[src/rtl/alu_rr_arbiter.sv]
// alu_rr_arbiter: round-robin arbiter that shares one combinational ALU
// among NUM_REQ requesters. One operation is in flight at a time:
// IDLE (grant/accept) -> EXEC (drive ALU, capture result) -> RESP (return).
// Optional feature macro: ALU_OPCHECK_EN adds resp_err and forces a
// zero result with zero flag set for the illegal opcodes 100/110/111.
module alu_rr_arbiter #(
  parameter int NUM_REQ = 4,
  parameter int ID_W    = 2
) (
  input  logic                   clk,
  input  logic                   rst_n,
  input  logic [NUM_REQ-1:0]     req_valid,
  output logic [NUM_REQ-1:0]     req_ready,
  input  logic [32*NUM_REQ-1:0]  req_a,
  input  logic [32*NUM_REQ-1:0]  req_b,
  input  logic [3*NUM_REQ-1:0]   req_op,
  output logic [31:0]            alu_a,
  output logic [31:0]            alu_b,
  output logic [2:0]             alu_ctrl,
  input  logic [31:0]            alu_result,
  input  logic                   alu_zero,
  output logic                   resp_valid,
  input  logic                   resp_ready,
  output logic [ID_W-1:0]        resp_id,
  output logic [31:0]            resp_result,
  output logic                   resp_zero,
`ifdef ALU_OPCHECK_EN
  output logic                   resp_err,
`endif
  output logic                   busy
);

  typedef enum logic [1:0] {
    IDLE = 2'd0,
    EXEC = 2'd1,
    RESP = 2'd2
  } state_t;

  // NUM_REQ expressed in the distance width (one bit wider than an index)
  localparam logic [ID_W:0] NUM_W = (ID_W+1)'(NUM_REQ);
  localparam logic [ID_W-1:0] LAST_ID = ID_W'(NUM_REQ - 1);

  state_t            state_reg, state_next;
  logic [ID_W-1:0]   ptr_reg, ptr_next;
  logic [ID_W-1:0]   id_reg, id_next;
  logic [31:0]       a_reg, a_next;
  logic [31:0]       b_reg, b_next;
  logic [2:0]        op_reg, op_next;
  logic [31:0]       result_reg, result_next;
  logic              zero_reg, zero_next;
`ifdef ALU_OPCHECK_EN
  logic              err_reg, err_next;
`endif

  logic              gnt_any;
  logic [ID_W-1:0]   gnt_id;
  logic [ID_W:0]     best_dist;
  logic [31:0]       sel_a;
  logic [31:0]       sel_b;
  logic [2:0]        sel_op;

  // Distance of requester idx from the round-robin pointer, with wrap-around
  function automatic logic [ID_W:0] rr_dist(input logic [ID_W:0] idx,
                                             input logic [ID_W:0] base);
    if (idx >= base) begin
      return idx - base;
    end
    return idx + NUM_W - base;
  endfunction

  // Pick the valid requester closest to ptr (searching upward, wrapping)
  always_comb begin
    gnt_any   = 1'b0;
    gnt_id    = '0;
    best_dist = '0;
    for (int i = 0; i < NUM_REQ; i++) begin
      if (req_valid[i] &&
          (!gnt_any || rr_dist((ID_W+1)'(i), {1'b0, ptr_reg}) < best_dist)) begin
        gnt_any   = 1'b1;
        best_dist = rr_dist((ID_W+1)'(i), {1'b0, ptr_reg});
        gnt_id    = ID_W'(i);
      end
    end
  end

  // One-hot ready (only in IDLE) and operand mux for the winning requester
  always_comb begin
    req_ready = '0;
    sel_a     = '0;
    sel_b     = '0;
    sel_op    = '0;
    for (int i = 0; i < NUM_REQ; i++) begin
      if (gnt_id == ID_W'(i)) begin
        sel_a        = req_a[32*i +: 32];
        sel_b        = req_b[32*i +: 32];
        sel_op       = req_op[3*i +: 3];
        req_ready[i] = gnt_any && (state_reg == IDLE);
      end
    end
  end

  // Next-state logic: accept in IDLE, capture ALU output in EXEC, hand off in RESP
  always_comb begin
    state_next  = state_reg;
    ptr_next    = ptr_reg;
    id_next     = id_reg;
    a_next      = a_reg;
    b_next      = b_reg;
    op_next     = op_reg;
    result_next = result_reg;
    zero_next   = zero_reg;
`ifdef ALU_OPCHECK_EN
    err_next    = err_reg;
`endif
    case (state_reg)
      IDLE: begin
        if (gnt_any) begin
          a_next     = sel_a;
          b_next     = sel_b;
          op_next    = sel_op;
          id_next    = gnt_id;
          ptr_next   = (gnt_id == LAST_ID) ? '0 : gnt_id + 1'b1;
          state_next = EXEC;
        end
      end
      EXEC: begin
        result_next = alu_result;
        zero_next   = alu_zero;
`ifdef ALU_OPCHECK_EN
        // Opcodes 100/110/111 have no defined ALU meaning: flag and neutralise
        err_next = (op_reg == 3'b100) || (op_reg == 3'b110) || (op_reg == 3'b111);
        if (err_next) begin
          result_next = '0;
          zero_next   = 1'b1;
        end
`endif
        state_next = RESP;
      end
      RESP: begin
        if (resp_ready) begin
          state_next = IDLE;
        end
      end
      default: begin
        state_next = IDLE;
      end
    endcase
  end

  // State and datapath registers; reset drops any in-flight transaction
  always_ff @(posedge clk or negedge rst_n) begin
    if (!rst_n) begin
      state_reg  <= IDLE;
      ptr_reg    <= '0;
      id_reg     <= '0;
      a_reg      <= '0;
      b_reg      <= '0;
      op_reg     <= '0;
      result_reg <= '0;
      zero_reg   <= 1'b0;
`ifdef ALU_OPCHECK_EN
      err_reg    <= 1'b0;
`endif
    end else begin
      state_reg  <= state_next;
      ptr_reg    <= ptr_next;
      id_reg     <= id_next;
      a_reg      <= a_next;
      b_reg      <= b_next;
      op_reg     <= op_next;
      result_reg <= result_next;
      zero_reg   <= zero_next;
`ifdef ALU_OPCHECK_EN
      err_reg    <= err_next;
`endif
    end
  end

  assign alu_a       = a_reg;
  assign alu_b       = b_reg;
  assign alu_ctrl    = op_reg;
  assign resp_valid  = (state_reg == RESP);
  assign resp_id     = id_reg;
  assign resp_result = result_reg;
  assign resp_zero   = zero_reg;
  assign busy        = (state_reg != IDLE);
`ifdef ALU_OPCHECK_EN
  assign resp_err    = err_reg && (state_reg == RESP);
`endif

endmodule
[config.mk]
export PLATFORM = sky130hd
export DESIGN_NAME = alu_rr_arbiter
export DESIGN_NICKNAME = d
export VERILOG_FILES = /design/src/rtl/alu_rr_arbiter.sv
export SDC_FILE = /design/constraint.sdc
export NUM_CORES = 1
export LEC_CHECK = 0
export CAP_MARGIN = 20
export CORE_AREA = 5 5 157 159
export CTS_CLUSTER_DIAMETER = 120
export DETAILED_ROUTE_END_ITERATION = 16
export DIE_AREA = 0 0 162 164
export PLACE_DENSITY_LB_ADDON = 0.15
export SETUP_SLACK_MARGIN = 0.05
export SLEW_MARGIN = 10
export SYNTH_ARGS = -nofsm -noshare
export SYNTH_HDL_FRONTEND = slang
export SYNTH_SLANG_ARGS = --single-unit
[constraint.sdc]
create_clock -name clk -period 5.3 [get_ports clk]
set_clock_uncertainty 0.05 [all_clocks]
set_input_delay 0.795 -clock clk [delete_from_list [all_inputs] [get_ports clk]]
set_output_delay 0.795 -clock clk [all_outputs]
set_load 0.01 [all_outputs]
# Word level (Yosys, flattened, before mapping)
# Index checks and enable logic that the tools add are counted.
# W data, S select, Z words.
# op_classes
eq_ne	7
order_cmp	6
addsub	8
n_reduce_logical	15
muxes	44
# op_table
cell	count
$mux W32	8
$mux W3	15
$mux W1	15
$mux W2	5
$lt A3 B3 Y1	3
$sub A3 B2 Y3 const A	3
$eq A2 B2 Y1 const B	3
$pmux W2 S3	1
$sub A1 B2 Y3 const A	2
$sub A2 B2 Y3 const A	2
$eq A2 B1 Y1 const B	2
$ge A1 B2 Y1 const A	2
$logic_and A1 B1 Y1	4
$logic_not A2 Y1	2
$reduce_and A2 Y1	2
$logic_not A1 Y1	3
$logic_or A1 B1 Y1	3
$add A2 B1 Y2 const B	1
$ge A2 B2 Y1 const A	1
$ne A2 B1 Y1 const B	1
$ne A2 B2 Y1 const B	1
$reduce_bool A2 Y1	1
# totals
out_inout_bits	108
reg_bits	106
elab_cells	88

# Depth between registers and ports, before layout
# Gate-level depths: netlist of the first run.
# logic_depth
word_depth	26
mapped_depth	24
mapped_depth_nobuf	21

# Worst setup path before layout of the first run
# No wires, ideal clock.
# synth_timing
kind	reg2out
startpoint	register ptr_reg[0]
endpoint	output req_ready[3]
stages_incl_launch_ff	20
slack_ns	0.543
required_time_ns	4.455
arrival_time_ns	3.912
cell_sequence	dfrtp_1 inv_1 ha_1 o21ai_1 a311oi_1 a31oi_1 ha_1 a21oi_1 o221ai_2 nor2_1 a21o_1 ha_1 a21oi_2 o21ai_1 nand2_1 ha_1 buf_2 clkbuf_1 clkbuf_1 and2_1
# synth_via
elab_chain_len	19
word_cells_on_any_way	47
classes_between	7 x add/sub; 6 x order compare; 1 x eq/ne; 24 x mux; 9 x reduce/logical
# synth_lines
item	line_no	source
start, declared	44	logic [ID_W-1:0] ptr_reg, ptr_next;
start signal, assigned	166	ptr_reg <= ptr_next;
$ge A1 B2 Y1	65	if (idx >= base) begin
$mux W1	n/a	
$mux W1	77	if (req_valid[i] &&
$mux W3	68	return idx + NUM_W - base;
$mux W3	77	
$lt A3 B3 Y1	78	(!gnt_any || rr_dist((ID_W+1)'(i), {1'b0, ptr_reg}) < best_dist)) begin
$logic_or A1 B1 Y1	78	
$logic_and A1 B1 Y1	77	
[4 not listed]	n/a	
$mux W3 or $mux W1 (tied branches)	77	
$lt A3 B3 Y1 or $logic_not A1 Y1 (tied branches)	78	
$logic_or A1 B1 Y1	78	
$logic_and A1 B1 Y1	77	
$mux W2 (*)	77	
via gnt_id[1]	56	logic [ID_W-1:0] gnt_id;
$eq A2 B2 Y1 (*)	93	if (gnt_id == ID_W'(i)) begin
$mux W1 (*)	93	
end, declared	13	output logic [NUM_REQ-1:0] req_ready,
# Mark *: on every way through the listed nets, which the timed path passes. The rest lies on a longest branch. The select of a mux whose other input is x is not followed.

# Worst setup path in the final report of the first run
# layout_timing
startpoint	input req_valid[0]
endpoint	output req_ready[0]
# layout_via
elab_chain_len	15
word_cells_on_any_way	25
classes_between	3 x order compare; 11 x mux; 11 x reduce/logical
# layout_lines
item	line_no	source
start, declared	12	input logic [NUM_REQ-1:0] req_valid,
$mux W3 or $mux W1 (tied branches)	77	
$lt A3 B3 Y1 or $logic_not A1 Y1 (tied branches)	78	
$logic_or A1 B1 Y1	78	
$logic_and A1 B1 Y1	77	
$mux W3 or $mux W1 (tied branches)	77	
$lt A3 B3 Y1 or $logic_not A1 Y1 (tied branches)	78	
$logic_or A1 B1 Y1	78	
$logic_and A1 B1 Y1	77	
$mux W3 or $mux W1 (tied branches)	77	
$lt A3 B3 Y1 or $logic_not A1 Y1 (tied branches)	78	
$logic_or A1 B1 Y1	78	
$logic_and A1 B1 Y1	77	
$mux W2 or $mux W1 (tied branches)	77	
$logic_not A2 Y1 or $logic_and A1 B1 Y1 (tied branches)	93, 97	
$mux W1 (*)	93	
# Mark *: on every way between the ends. The rest lies on a longest branch, timed or not.

==> results_dict.tcl, run 1 <==
set metrics [dict create \
    syn2layout_area_growth_pct 77.68 \
    dieArea_mm2 0.02657 \
    seq_power_share_pct 19.1 \
    start_kind "input pin" \
    syn_area_per_cell_um2 9.053 \
    final_antenna_net_count 0 \
    rows 56 \
    maxCapViolCount 0 \
    mostFrequentLayoutCells "clkdlybuf4s50_1 (413), dfrtp_1 (105), nand2_1 (75)" \
    fill_cells 2292 \
    drive_gt1_share_pct 7.985 \
    synthFlopType "dfrtp_1" \
    dpl.cell_count 1324 \
    hp-start "alu_a[4]$_DFFE_PN0P_" \
    crit_top_cell "ha_1" \
    hpwl_um 19570 \
    hold_class "reg2reg" \
    clock-sinks 106 \
    slew_violations 0 \
    final_common_cell "clkdlybuf4s50_1" \
    cp_top_family "buffers and inverters" \
    ys_async_sr_fraction_pct 100.0 \
    start_util_pct 26.31 \
    critical_path_arrival_ps 4230 \
    grt_pass1_wl_um 38700 \
    hold_depth 2 \
    crit_type "in2out" \
    fin_util_pct 46.75 \
    route.detailed.drc 0 \
    routed_wl_um 25870 \
    viasPerCell 4.807 \
    wl_per_cell_um 19.26 \
    clkLatencyLatePin_ps 350 \
    grt_start_max_net_pins 136 \
    cts_buffers 9 \
    synth_area_mm2 0.006083 \
    p_clk_share_pct 9.0 \
    synth_edf_count 0 \
    first_iter_violations 254 \
    power.net_switching_mw 3.432 \
    die_y_um 164 \
    crit_fanout 4 \
    finalNonFillerCells 1343 \
    ys_warn_count 0 \
    cts-root-buf "clkbuf_16" \
    r2r_end "alu_b[9]$_DFFE_PN0P_" \
    worst_path_max_delay_cell "clkdlybuf4s50_1" \
    cts.path.max_buffers 2 \
    antenna_found_initial 1 \
    coreArea_mm2 0.02312 \
    outcome "completed" \
    finalHoldViolCount 0 \
    hold_end "alu_a[4]$_DFFE_PN0P_" \
    syn_nets 990 \
    synth_top_area_share_pct 43.60 \
    setup_violations 0 \
    finalCriticalPeriod_ps 5075 \
    tightest_slew_ps 765.9 \
    grt_pass1_vias 6615 \
    clkTransAtPathRegs_ps 80 \
    p_int_mw 4.075 \
    rsz0062_at_grt "true" \
    gp_congestion 0.7848 \
    io_buffers 415 \
    path_buf_inv 3 \
    synth_area_leader_cell "dfrtp_1" \
    p_leak_nw 4.185 \
    pin_count 416 \
    final_nets 1365 \
    worstRegToRegCells 22 \
    finalSetupTns_ps 0 \
    cts_tree "done" \
    cts-htree-levels 3 \
    grt_overflow 0 \
    hold_buffers 0 \
    synthTopCellsByArea "dfrtp_1 (44%), a221oi_1 (9.5%), nor2b_1 (7.0%)" \
    die_w_um 162 \
    end_kind "output pin" \
    max_stage_delay_ps 530 \
    max_freq_mhz 197.0 \
    grt_usage_pct 18.67 \
    r2r_setup_slack_ps 700 \
    multi_input_area_mm2 0.003158 \
    seq_area_mm2 0.002654 \
    slew_headroom_pct 48.94 \
    dr.pass1.iters 4 \
    route.vias.total 6456 \
    p_comb_share_pct 71.9 \
    synthDistinctLibCells 41 \
    rr_startpoint "ptr_reg[0]$_DFFE_PN0P_" \
    irDropWorstVdd_uv 550.2 \
    fin_crit_sh_pct 95.76 \
    worstPathRequired_ps 4450 \
    netlist_instances 672 \
    path_cells "clkdlybuf4s50_1, inv_1, a311oi_1, a31oi_1, ha_1, nand2_1, o221ai_2, nor2_1, a21o_1, ha_1, a21oi_2, o31ai_4, and2_4, ha_1, and2_1, clkdlybuf4s50_1" \
    yosysSeqAreaShare_pct 43.60 \
    synth_seq_cells 106 \
    swShare_pct 45.72 \
    power_density_mw_per_mm2 694.4 \
]
power groups by stage:
stage               clock network (mW)  logic, mW  registers (mW)
floorplan                            0       3.30            1.60
global placement                     0       5.42            1.43
detailed placement                   0       5.47            1.45
CTS                              0.710       5.47            1.44
global route                     0.736       6.04            1.49
finish                           0.678       5.40            1.43
worst reg2reg max path: cells and delay by family (launching register included):
family	cells	cell delay [ps]
buf+inv	3	610
flops	1	410
simple gates	5	490
fa+ha+maj	4	1180
compound gates	10	1750
metal layers:
metal	vias up	part of all wire (%)	track usage [%]
met4	0	1.5	4.421
met3	23	11	7.829
li1	3215	-	-
met2	274	50	33.79
met1	2944	37	20.34
met5	-	0	0
synth_stat cells, types with 2 or more instances:
cell type,number
clkbuf_1,41
a21oi_2,2
nor3_1,66
o21ai_1,47
nand2_1,75
ha_1,10
dfrtp_1,106
nor2b_1,68
a221oi_1,66
a21o_1,2
nor2_1,4
a31oi_1,2
a21oi_1,69
buf_2,17
o21ai_0,23
and2_1,7
buf_4,7
mux2_2,33
nand2b_1,2
inv_1,4
how the worst max path moves through the flow:
stage          slack, ps                   start      endpoint  depth (start not counted)
3_5_place_dp         170            req_valid[0]  req_ready[0]                         16
3_3_place_gp         200            req_valid[0]  req_ready[0]                         16
2_1_floorplan        540  ptr_reg[0]$_DFFE_PN0P_  req_ready[3]                         19
4_1_cts              100  ptr_reg[0]$_DFFE_PN0P_  req_ready[0]                         17
5_1_grt               50            req_valid[0]  req_ready[0]                         16
6_report             220            req_valid[0]  req_ready[0]                         16
logic make-up after synthesis:
group / share of synthesized area [%]
buf+inv: 5.286
simple gates: 19.21
flops: 43.60
mux: 6.109
fa+ha+maj: 2.057
compound gates: 23.74
metrics by stage:
step                total power, mW  worst slack [ps]  hold slack (ps)  instance area, um^2
floorplan                     4.899             543.2            449.4                 6083
global placement              6.858             204.5            411.2                10490
detailed placement            6.923             167.7            421.7                10490
CTS                           7.625             104.7            440.8                10780
global route                  8.266             48.35            453.2                10810
finish                        7.506             224.9            434.9                10810
what timing repair did:
action	CTS	global route
buffers inserted	0	2
resized for setup	1	3
hold endpoints to repair	0	0
endpoints found under the setup margin	1	4
cell type report:
| type | instances | area share, % |
|---|---|---|
| Tap cell | 290 | 3.357 |
| Clock inverter | 7 | 0.6598 |
| Sequential cell | 106 | 24.55 |
| Multi-Input combinational cell | 495 | 29.22 |
| Timing Repair Buffer | 430 | 39.94 |
| Clock buffer | 9 | 2.084 |
| Antenna cell | 1 | 0.02315 |
| Inverter | 5 | 0.1736 |
Power figures use the tool's default switching activity.
==> inputs of run 2 (changes only) <==
Settings changed: CORE_AREA 5 5 157 159 to 2 2 163 165, DIE_AREA 0 0 162 164 to 0 0 165 167.
==> run 2 against run 1 <==
Against the previous run:
- die area grew 3.7%
- clock power shrank 0.9%
- sequential cell count is the same
- critical path type unchanged
- highest routed layer is now met5
==> results_dict.tcl, run 2 (same netlist as run 1, synthesis figures left out) <==
set metrics [dict create \
    max_freq_mhz 195.0 \
    die_y_um 167 \
    irDropWorstVdd_uv 543.5 \
    fin_util_pct 42.33 \
    final_nets 1366 \
    final_common_cell "clkdlybuf4s50_1" \
    setup_violations 0 \
    clkTransAtPathRegs_ps 80 \
    hpwl_um 19280 \
    swShare_pct 45.49 \
    end_kind "output pin" \
    path_buf_inv 3 \
    gp_congestion 0.8260 \
    slew_violations 0 \
    fill_cells 2611 \
    hold_class "reg2reg" \
    p_clk_share_pct 8.9 \
    drive_gt1_share_pct 8.642 \
    dr.pass1.iters 4 \
    multi_input_area_mm2 0.003196 \
    crit_type "in2out" \
    cts-htree-levels 3 \
    cts-root-buf "clkbuf_16" \
    outcome "completed" \
    grt_usage_pct 17.95 \
    slew_headroom_pct 37.91 \
    dpl.cell_count 1369 \
    grt_overflow 0 \
    syn2layout_area_growth_pct 79.27 \
    power.net_switching_mw 3.432 \
    rows 59 \
    crit_fanout 4 \
    mostFrequentLayoutCells "clkdlybuf4s50_1 (412), dfrtp_1 (104), nand2_1 (75)" \
    fin_crit_sh_pct 96.77 \
    grt_pass1_vias 6520 \
    p_comb_share_pct 72.0 \
    dieArea_mm2 0.02756 \
    cts_tree "done" \
    worst_path_max_delay_cell "clkdlybuf4s50_1" \
    finalNonFillerCells 1390 \
    first_iter_violations 242 \
    cts_buffers 9 \
    start_kind "input pin" \
    final_antenna_net_count 0 \
    tightest_slew_ps 931.3 \
    power_density_mw_per_mm2 691.8 \
    p_leak_nw 4.194 \
    cts.path.max_buffers 2 \
    coreArea_mm2 0.02576 \
    seq_area_mm2 0.002655 \
    io_buffers 415 \
    clock-sinks 106 \
    viasPerCell 4.653 \
    start_util_pct 23.61 \
    finalCriticalPeriod_ps 5129 \
    finalHoldViolCount 0 \
    path_cells "clkdlybuf4s50_1, inv_1, a311oi_2, a31oi_2, ha_1, nand2_1, o221ai_2, nor2_1, a21o_1, ha_1, a21oi_2, o21ai_1, nand2_1, ha_4, and2_1, clkdlybuf4s50_1" \
    worstPathRequired_ps 4450 \
    clkLatencyLatePin_ps 350 \
    routed_wl_um 25490 \
    route.vias.total 6467 \
    critical_path_arrival_ps 4280 \
    wl_per_cell_um 18.34 \
    pre_cts_ws_ps 56.49 \
    maxCapViolCount 0 \
    hold_buffers 0 \
    die_w_um 165 \
    pin_count 416 \
    grt_pass1_wl_um 37690 \
    grt_start_max_net_pins 136 \
    antenna_found_initial 4 \
    route.detailed.drc 0 \
    cp_top_family "buffers and inverters" \
    p_int_mw 4.113 \
    seq_power_share_pct 19.1 \
    fin_ws_ps 171.0 \
    max_stage_delay_ps 580 \
]
==> run 2: repair_timing <==
item | in CTS | in global routing
gates resized for setup | 1 | 12
gates cloned | 0 | 0
setup endpoints to repair | 3 | 5
pin swaps | 0 | 3
buffers inserted | 0 | 3
==> run 2: routing by layer <==
| layer | vias to the layer above | track usage (%) | wire, um | part of all wire (%) |
|---|---|---|---|---|
| met5 | - | 0 | 32 | 0.13 |
| met4 | 4 | 4.839 | 418 | 1.6 |
| met3 | 29 | 6.700 | 2698 | 11 |
| met2 | 289 | 31.58 | 12670 | 50 |
| met1 | 2936 | 20.19 | 9674 | 38 |
| li1 | 3209 | - | - | - |
==> run 2: layout make-up <==
cell class	count	share of cell area (%)
sequential	106	24.35
clock inverter	7	0.5507
inverter	5	0.1721
timing repair buffer	431	39.67
multi-input combinational	495	29.30
clock buffer	9	2.065
tap	335	3.843
antenna	2	0.04589
==> run 2: worst paths after layout <==
check	startpoint	endpoint	slack (ps)	cells past startpoint
setup / recovery	req_valid[0]	req_ready[3]	170	16
setup reg to reg	ptr_reg[0]$_DFFE_PN0P_	alu_b[21]$_DFFE_PN0P_	510	22
hold / removal	alu_b[26]$_DFFE_PN0P_	alu_b[26]$_DFFE_PN0P_	430	2
hold reg to reg	alu_b[26]$_DFFE_PN0P_	alu_b[26]$_DFFE_PN0P_	430	2
min in group asynchronous	rst_n	resp_result[19]$_DFFE_PN0N_	500	1
max in group asynchronous	rst_n	alu_b[20]$_DFFE_PN0P_	3550	2
==> run 2: power by group through the flow <==
stage / logic (mW) / clock network [mW] / registers, mW
floorplan: 3.30 / 0 / 1.60
global placement: 5.45 / 0 / 1.45
detailed placement: 5.49 / 0 / 1.46
CTS: 5.50 / 0.698 / 1.45
global route: 6.11 / 0.733 / 1.49
finish: 5.43 / 0.672 / 1.44
==> run 2: worst min-delay path: cells and delay by family, from the launching register on <==
kind               cells  cell delay [ps]
DFF                    1              340
and+or+nand+nor        1               40
AOI/OAI and AO/OA      1               60
==> run 2: stage by stage <==
stage	total power, mW	setup TNS [ps]	hold slack [ps]	cell area [um^2]
6_report	7.545	0	428.6	10910
5_1_grt	8.338	-93.52	456.4	10910
4_1_cts	7.642	0	437.0	10830
3_5_place_dp	6.952	0	418.8	10540
3_3_place_gp	6.903	0	412.2	10540
2_1_floorplan	4.899	0	449.4	6083
==> inputs of run 3 (changes only) <==
Settings changed: CORE_AREA 2 2 163 165 to 5 5 157 159, DIE_AREA 0 0 165 167 to 0 0 162 164.
Clock period 5.3 ns to 5.8 ns, I/O delays scaled along.
==> run 3 against run 2 <==
Against the previous run:
- first-iteration DRC count increased by 2.9%
- non-clock buffer count down 7
- count of clock-buffer cells in the layout did not move
- die area fell by 3.6%
- total power shrank 9.1%
- highest routed layer is now met4
- critical path type unchanged
- largest cell class unchanged
- global-route usage is essentially flat
==> results_dict.tcl, run 3 (same netlist as run 1, synthesis figures left out) <==
set metrics [dict create \
    slew_violations 0 \
    antenna_found_initial 0 \
    irDropWorstVdd_uv 551.5 \
    cts_setup_buffers 0 \
    crit_top_cell "ha_1" \
    final_nets 1359 \
    clock-sinks 106 \
    path_depth 16 \
    die_y_um 164 \
    route.detailed.drc 0 \
    cp_top_family "buffers and inverters" \
    finalHoldViolCount 0 \
    cts-root-buf "clkbuf_16" \
    slew_headroom_pct 47.72 \
    routed_wl_um 25330 \
    r2r_setup_slack_ps 1000 \
    outcome "completed" \
    mostFrequentLayoutCells "clkdlybuf4s50_1 (414), dfrtp_1 (106), nand2_1 (75)" \
    viasPerCell 4.801 \
    rows 56 \
    path_buf_inv 3 \
    syn2layout_area_growth_pct 77.07 \
    critPathLaunch "req_valid[0]" \
    drive_gt1_share_pct 7.266 \
    grt_pass1_wl_um 37130 \
    clkLatencyLatePin_ps 350 \
    finalSetupTns_ps 0 \
    grt_usage_pct 17.90 \
    cts_tree "done" \
    endpoint "req_ready[0]" \
    critical_path_arrival_ps 4580 \
    hold-worst-slack_ps 431.3 \
    end_kind "output pin" \
    grt_start_max_net_pins 136 \
    power_density_mw_per_mm2 637.0 \
    maxCapViolCount 0 \
    r2r_end "alu_b[17]$_DFFE_PN0P_" \
    cts-htree-levels 3 \
    route.vias.total 6414 \
    final_common_cell "clkdlybuf4s50_1" \
    crit_type "in2out" \
    max_freq_mhz 181.8 \
    first_iter_violations 249 \
    worst_path_max_delay_cell "clkdlybuf4s50_1" \
    grt_overflow 0 \
    hold_depth 2 \
    max_stage_delay_ps 610 \
    die_w_um 162 \
    crit_fanout 7 \
    pin_count 416 \
    worstPathRequired_ps 4880 \
    dr.pass1.iters 4 \
    rsz0062_at_grt "false" \
    io_buffers 415 \
    dieArea_mm2 0.02657 \
    finalCriticalPeriod_ps 5499 \
    start_util_pct 26.31 \
    clkTransAtPathRegs_ps 80 \
    start_kind "input pin" \
    antennaDiodeCount 0 \
    grt_pass1_vias 6503 \
    cts.path.max_buffers 2 \
    rr_startpoint "ptr_reg[0]$_DFFE_PN0P_" \
    hold_class "reg2reg" \
    path_cells "clkdlybuf4s50_1, inv_1, a311oi_1, a31oi_1, ha_1, nand2_1, o221ai_4, nor2_1, a21o_1, ha_1, a21oi_2, o31ai_4, and2_1, ha_1, and2_1, clkdlybuf4s50_1" \
    p_leak_nw 4.150 \
    final_antenna_net_count 0 \
    coreArea_mm2 0.02312 \
    hpwl_um 19300 \
    gp_congestion 0.7824 \
    setup_violations 0 \
    fin_crit_sh_pct 94.82 \
    tightest_slew_ps 784.3 \
    wl_per_cell_um 18.96 \
    worstRegToRegCells 22 \
    cts_buffers 9 \
]
==> run 3: repair_timing <==
item | 4_1_cts | 5_1_grt
hold buffers | 0 | 0
setup endpoints to repair | 0 | 2
gates resized for setup | 0 | 2
==> run 3: metrics by stage <==
stage	instances	power (mW)	area, um^2	utilization [%]	worst slack (ps)
6_report	1336	6.862	10770	46.59	300.7
5_1_grt	1336	7.532	10770	46.59	91.81
4_1_cts	1336	6.974	10760	46.52	231.5
3_5_place_dp	1320	6.318	10440	45.16	236.0
3_3_place_gp	1320	6.276	10440	45.16	308.1
2_1_floorplan	672	4.476	6083	-	968.2
==> run 3: worst min path at each step <==
stage,slack (ps),from,to
finish,430,alu_b[26]$_DFFE_PN0P_,alu_b[26]$_DFFE_PN0P_
global route,460,alu_b[26]$_DFFE_PN0P_,alu_b[26]$_DFFE_PN0P_
CTS,440,alu_b[21]$_DFFE_PN0P_,alu_b[21]$_DFFE_PN0P_
detailed placement,420,alu_b[26]$_DFFE_PN0P_,alu_b[26]$_DFFE_PN0P_
global placement,410,alu_b[22]$_DFFE_PN0P_,alu_b[22]$_DFFE_PN0P_
floorplan,470,alu_a[0]$_DFFE_PN0P_,alu_a[0]$_DFFE_PN0P_
==> run 3: area by class of cell <==
type	instances	area, um^2
Sequential cell	106	2653
Multi-Input combinational cell	495	3167
Tap cell	290	362.8
Clock inverter	7	88.84
Inverter	5	18.77
Fill cell	2282	12350
Clock buffer	9	225.2
Timing Repair Buffer	424	4257
==> run 3: worst reg2reg max path, delay by kind of cell, from the launching register on <==
kind                     cells  cell delay (ps)
adder cells (fa/ha/maj)      4             1170
AO/OA/AOI/OAI                9             1740
AND/OR/NAND/NOR              7              800
flip-flops                   1              510
buffers and inverters        2              400
==> run 3: per-layer routing <==
layer / track usage, % / wire [um]
met1: 19.51 / 9440
met2: 31.98 / 12610
met3: 7.729 / 2790
met4: 4.691 / 496
met5: 0 / 0
==> run 3: report_power, final <==
part           internal (mW)  switching (mW)
Clock                  0.314           0.329
Sequential              1.12           0.183
Combinational           2.26            2.66
Total                   3.69            3.17
==> RTL change 1, RTL diff (config.mk and constraints of run 2) <==
Take the reset off `a_reg` and load it in a clocked block of its own.
--- a/src/rtl/alu_rr_arbiter.sv
+++ b/src/rtl/alu_rr_arbiter.sv
@@ -153,7 +153,6 @@
       state_reg  <= IDLE;
       ptr_reg    <= '0;
       id_reg     <= '0;
-      a_reg      <= '0;
       b_reg      <= '0;
       op_reg     <= '0;
       result_reg <= '0;
@@ -165,7 +164,6 @@
       state_reg  <= state_next;
       ptr_reg    <= ptr_next;
       id_reg     <= id_next;
-      a_reg      <= a_next;
       b_reg      <= b_next;
       op_reg     <= op_next;
       result_reg <= result_next;
@@ -174,6 +172,10 @@
       err_reg    <= err_next;
 `endif
     end
+  end
+
+  always_ff @(posedge clk) begin
+    a_reg <= a_next;
   end
 
   assign alu_a       = a_reg;
Behaviour: not the same (Yosys sat finds a counterexample within 4 cycles, from zero or initial values and one cycle with rst_n low).
==> RTL change 1 against run 2 <==
  * Worst setup slack better by 0.032 ns
  * Largest cell class unchanged
  * Largest power group unchanged
  * Design area fell by 1.0%
  * Sequential cell count did not move
  * Power is 1.7% lower
  * Global-route usage shrank 0.31 points
  * Area after synthesis fell by 2.2%
  * Core utilization decreased by 0.42 points
  * Wire length down 2.3%
==> RTL change 1: results (changes against run 2) <==
* Pre-antenna DRT Iters at 4 (unchanged)
* Lkg Pwr at 4.07 nW (was 4.19 nW)
* Max layer used: met4 (was met5)
* Vias per inst at 4.60 (was 4.65)
* Slew @ Worst Pin at 0.736 ns (was 0.931 ns)
* Crit path DAT at 4.25 ns (was 4.28 ns)
* Status: complete, no violations (unchanged)
* Post-DP HPWL at 18.5 mm (was 19.3 mm)
* Type of the tightest min-delay check: in2async (was reg2reg)
* Fill cells at 2545 (was 2611)
* Detail Route met2 WL at 12.8 mm (was 12.7 mm)
* CTS Buf Count at 9 (unchanged)
* Initial antenna violation count at 3 (was 4)
* Post-CTS Resized at 2 (was 1)
* Global Route Usage Sum at 17.6% (was 17.9%)
* Cell count after synthesis at 633 (was 672)
* Synth top area cells: dfrtp_1 (31%), edfxtp_1 (16%), mux2_2 (6.2%) (was dfrtp_1 (44%), a221oi_1 (9.5%), nor2b_1 (7.0%))
* Synth async-reset ratio at 69.8% (was 100%)
* Met3 wire len at 1.67 mm (was 2.70 mm)
* Max VDD drop at 530 uV (was 543 uV)
* Most common library cells after synthesis: nand2_1 (75), dfrtp_1 (74), a21oi_1 (69) (was dfrtp_1 (106), nand2_1 (75), a21oi_1 (69))
* Crit-path leading delay family: buffers and inverters (unchanged)
* Delay of the slowest critical-path stage at 0.56 ns (was 0.58 ns)
* Met1 wire length at 9.68 mm (was 9.67 mm)
* Post-CTS Setup Bufs at 0 (unchanged)
* Register area share after synthesis at 47.3% (was 43.6%)
* DP Area at 10400 sq um (was 10500 sq um)
* Routability cong. at 0.828 (was 0.826)
* Syn nets at 951 (was 990)
* Port-buffer cells at 415 (unchanged)
* Clk root buf: clkbuf_16 (unchanged)
* Initial DRC Count at 259 (was 242)
* Wire per inst at 18.4 um (was 18.3 um)
* Most used DFF post-synth: dfrtp_1 (unchanged)
* Routed WL at 24.9 mm (was 25.5 mm)
* First-pass GRT wire length at 36.8 mm (was 37.7 mm)
* Post-synth EDFFs at 32 (was 0)
* Final #Nets at 1333 (was 1366)
* Clock transition at path regs at 0.08 ns (about the same)
* Layout cell share with drive strength beyond 1 at 8.43% (was 8.64%)
* Worst skew pair latency at 0.35 ns (about the same)
* Distinct cells, synth at 47 (was 41)
* Number of global-route vias before repair at 6222 (was 6520)
* Pre-CTS WS at 0.0937 ns (was 0.0565 ns)
==> RTL change 1: cell types whose count changed after synthesis, sizes merged <==
cell | before | now
dfrtp | 106 | 74
edfxtp | 0 | 32
nor2b | 68 | 36
a221oi | 66 | 35
a22oi | 0 | 31
nor2 | 5 | 36
nor3 | 67 | 36
clkbuf | 41 | 35
buf | 25 | 23
and2b | 0 | 1
inv | 5 | 6
o211ai | 2 | 1
o21a | 1 | 0
o21ai | 70 | 71
==> RTL change 1: routing by layer <==
layer | global-route usage, % | up-vias
met5 | 0 | -
met4 | 7.03 | 0
li1 | - | 3070
met3 | 3.76 | 35
met2 | 31.5 | 227
met1 | 20.3 | 2905
==> RTL change 1: final cells by class <==
type / instances / area, sq um / share of cell area (%)
Clock buffer: 10 / 250 / 2.32
Tap cell: 335 / 419 / 3.88
Multi-Input combinational cell: 463 / 2890 / 26.8
Antenna cell: 2 / 5.00 / 0.0464
Sequential cell: 106 / 2820 / 26.1
Timing Repair Buffer: 429 / 4300 / 39.9
Inverter: 6 / 22.5 / 0.209
Clock inverter: 6 / 88.8 / 0.823
==> RTL change 1: power by group <==
| part | switching [W] | leakage (nW) | internal (W) |
|---|---|---|---|
| Sequential | 0.000177 | 1.21 | 0.00142 |
| Clock | 0.000353 | 0.164 | 0.000409 |
| Combinational | 0.00277 | 2.69 | 0.00230 |
| Total | 0.00330 | 4.07 | 0.00412 |
==> RTL change 1: cells by family after synthesis <==
logic type               Yosys count  synth area share [%]
AO/OA/AOI/OAI                    221                  23.6
buffers and inverters             64                  5.05
adder cells (fa/ha/maj)           10                  2.10
multiplexers                      33                  6.25
AND/OR/NAND/NOR                  199                  15.7
flip-flops                       106                  47.3
==> RTL change 1: worst reg2reg max path, stage by stage (launching register included) <==
cell and delay, ns:
dfrtp_2 0.46, buf_4 0.17, ha_1 0.22, o21ai_2 0.18
a311oi_2 0.12, a31oi_1 0.21, ha_1 0.24, a21oi_4 0.08
o221ai_2 0.25, nor2_1 0.08, a21o_1 0.17, ha_1 0.28
a21oi_2 0.20, o31ai_4 0.10, nand2_1 0.15, ha_2 0.21
buf_4 0.39, nor2b_4 0.09, buf_12 0.18, a221oi_1 0.55
nor3_1 0.09, a21oi_1 0.14, o21ai_1 0.07
==> RTL change 1: final timing paths <==
kind                         startpoint               to  slack (ns)  depth (start not counted)
hold / removal                    rst_n  resp_result[17]        0.29                          1
max in group asynchronous         rst_n        alu_b[28]        4.33                          2
min in group clk               alu_b[2]         alu_b[2]        0.43                          2
setup / recovery           req_valid[0]     req_ready[0]        0.20                         16
setup reg to reg             ptr_reg[0]        alu_b[29]        0.51                         22
hold reg to reg                alu_b[2]         alu_b[2]        0.43                          2
==> RTL change 2, RTL diff (config.mk and constraints of run 2) <==
Made on the original files. Add a define of `ALU_OPCHECK_EN`.
--- a/src/rtl/alu_rr_arbiter.sv
+++ b/src/rtl/alu_rr_arbiter.sv
@@ -3,6 +3,8 @@
 // IDLE (grant/accept) -> EXEC (drive ALU, capture result) -> RESP (return).
 // Optional feature macro: ALU_OPCHECK_EN adds resp_err and forces a
 // zero result with zero flag set for the illegal opcodes 100/110/111.
+`define ALU_OPCHECK_EN
+
 module alu_rr_arbiter #(
   parameter int NUM_REQ = 4,
   parameter int ID_W    = 2
Check against the original RTL (old outputs only; new: resp_err): not equivalent (Yosys sat finds a counterexample within 4 cycles, from zero or initial values and one cycle with rst_n low).
==> RTL change 2 against run 2 <==
  * Sequential cell count grew 1
  * Wire length rose by 1.6%
  * Sequential share of layout area increased by 0.053 points
  * Worst setup slack better by 0.053 ns
  * Largest power group unchanged
  * Core utilization up 0.29 points
  * Via count rose by 2.4%
  * Area after synthesis decreased by 0.97%
  * Design area up 0.68%
  * Power is 2.6% higher
==> RTL change 2: results (changes against run 2) <==
* Clock power frac at 9.2% (was 8.9%)
* Post-CTS Resized at 9 (was 1)
* Layout cell share with drive strength beyond 1 at 5.97% (was 8.64%)
* Status: complete, no violations (unchanged)
* GRT met3 Usage at 7.50% (was 6.70%)
* Routed WL at 25.9 mm (was 25.5 mm)
* Syn nets at 1001 (was 990)
* Fill cells at 2577 (was 2611)
* Initial DRC Count at 369 (was 242)
* Hold Path Origin: alu_a[22] (was alu_b[26])
* Number of global-route vias before repair at 6720 (was 6520)
* Met3 wire len at 2.81 mm (was 2.70 mm)
* Max VDD drop at 418 uV (was 543 uV)
* Global Route Usage Sum at 18.3% (was 17.9%)
* Max-slew headroom at 35.7% (was 37.9%)
* Lkg Pwr at 4.29 nW (was 4.19 nW)
* P_clk at 0.000716 W (was 0.000672 W)
* Inst Count DP at 1388 (was 1369)
* Worst Hold End: alu_a[22] (was alu_b[26])
* R2R depth at 24 (was 22)
* Detail Route met2 WL at 12.6 mm (was 12.7 mm)
* Post-DP HPWL at 19.6 mm (was 19.3 mm)
* Via count at 6621 (was 6467)
* Most common library cells after synthesis: dfrtp_1 (107), nand2_1 (77), a21oi_1 (71) (was dfrtp_1 (106), nand2_1 (75), a21oi_1 (69))
* Final hold slack at 0.435 ns (was 0.429 ns)
* Synth top area cells: dfrtp_1 (44%), a221oi_1 (9.6%), nor2b_1 (7.1%) (was dfrtp_1 (44%), a221oi_1 (9.5%), nor2b_1 (7.0%))
* R2R Path Start: ptr_reg[1] (was ptr_reg[0])
* Pre-antenna DRT Iters at 6 (was 4)
* Met1 wire length at 10.1 mm (was 9.67 mm)
* Cell count after synthesis at 683 (was 672)
* Power Internal at 0.00422 W (was 0.00411 W)
* Vias per inst at 4.69 (was 4.65)
* Distinct cells, synth at 43 (was 41)
* Initial antenna violation count at 8 (was 4)
* Crit-path leading delay family: compound AO/OA/AOI/OAI gates (was buffers and inverters)
* Pre-CTS WS at -0.175 ns (was 0.0565 ns)
* Largest net degree at the start of global routing at 135 (was 136)
* Worst path depth at 18 (was 16)
* Port-buffer cells at 416 (was 415)
* Crit-path max FO at 3 (was 4)
* Met2 global-route usage at 31.6% (about the same)
* Post-CTS Setup Bufs at 1 (was 0)
* Sequential power share at 18.3% (was 19.1%)
* Worst reg2reg endpoint: alu_b[7] (was alu_b[21])
* Routability cong. at 0.813 (was 0.826)
* Max Fclk at 0.197 GHz (was 0.195 GHz)
* Delay of the slowest critical-path stage at 0.48 ns (was 0.58 ns)
* Grt met1 use at 20.5% (was 20.2%)
* First-pass GRT wire length at 38.6 mm (was 37.7 mm)
## RTL change 2: cell count changes in the layout (fill, tap and decap cells not counted), moves of 3 or more
cell and delta:
o21ai_1 -5, diode_2 +3, dlygate4sd2_1 +4, o21ai_0 +5, a22o_1 +32, nand2_2 +3, nor2_1 +3, buf_4 +8
mux2_2 -33
## RTL change 2: area by class of cell
cell class / count / area [sq um] / area share [%]
timing repair buffer: 441 / 4400 / 40.1
multi-input combinational: 502 / 3140 / 28.6
sequential: 107 / 2680 / 24.4
tap: 335 / 419 / 3.82
clock buffer: 10 / 239 / 2.18
clock inverter: 6 / 71.3 / 0.650
inverter: 6 / 22.5 / 0.205
antenna: 5 / 12.5 / 0.114
## RTL change 2: cells by family after synthesis
| logic type | after synthesis | share of synthesized area, % |
|---|---|---|
| compound gates | 259 | 28.9 |
| buf+inv | 74 | 5.25 |
| fa+ha+maj | 10 | 2.08 |
| flops | 107 | 44.4 |
| simple gates | 233 | 19.4 |
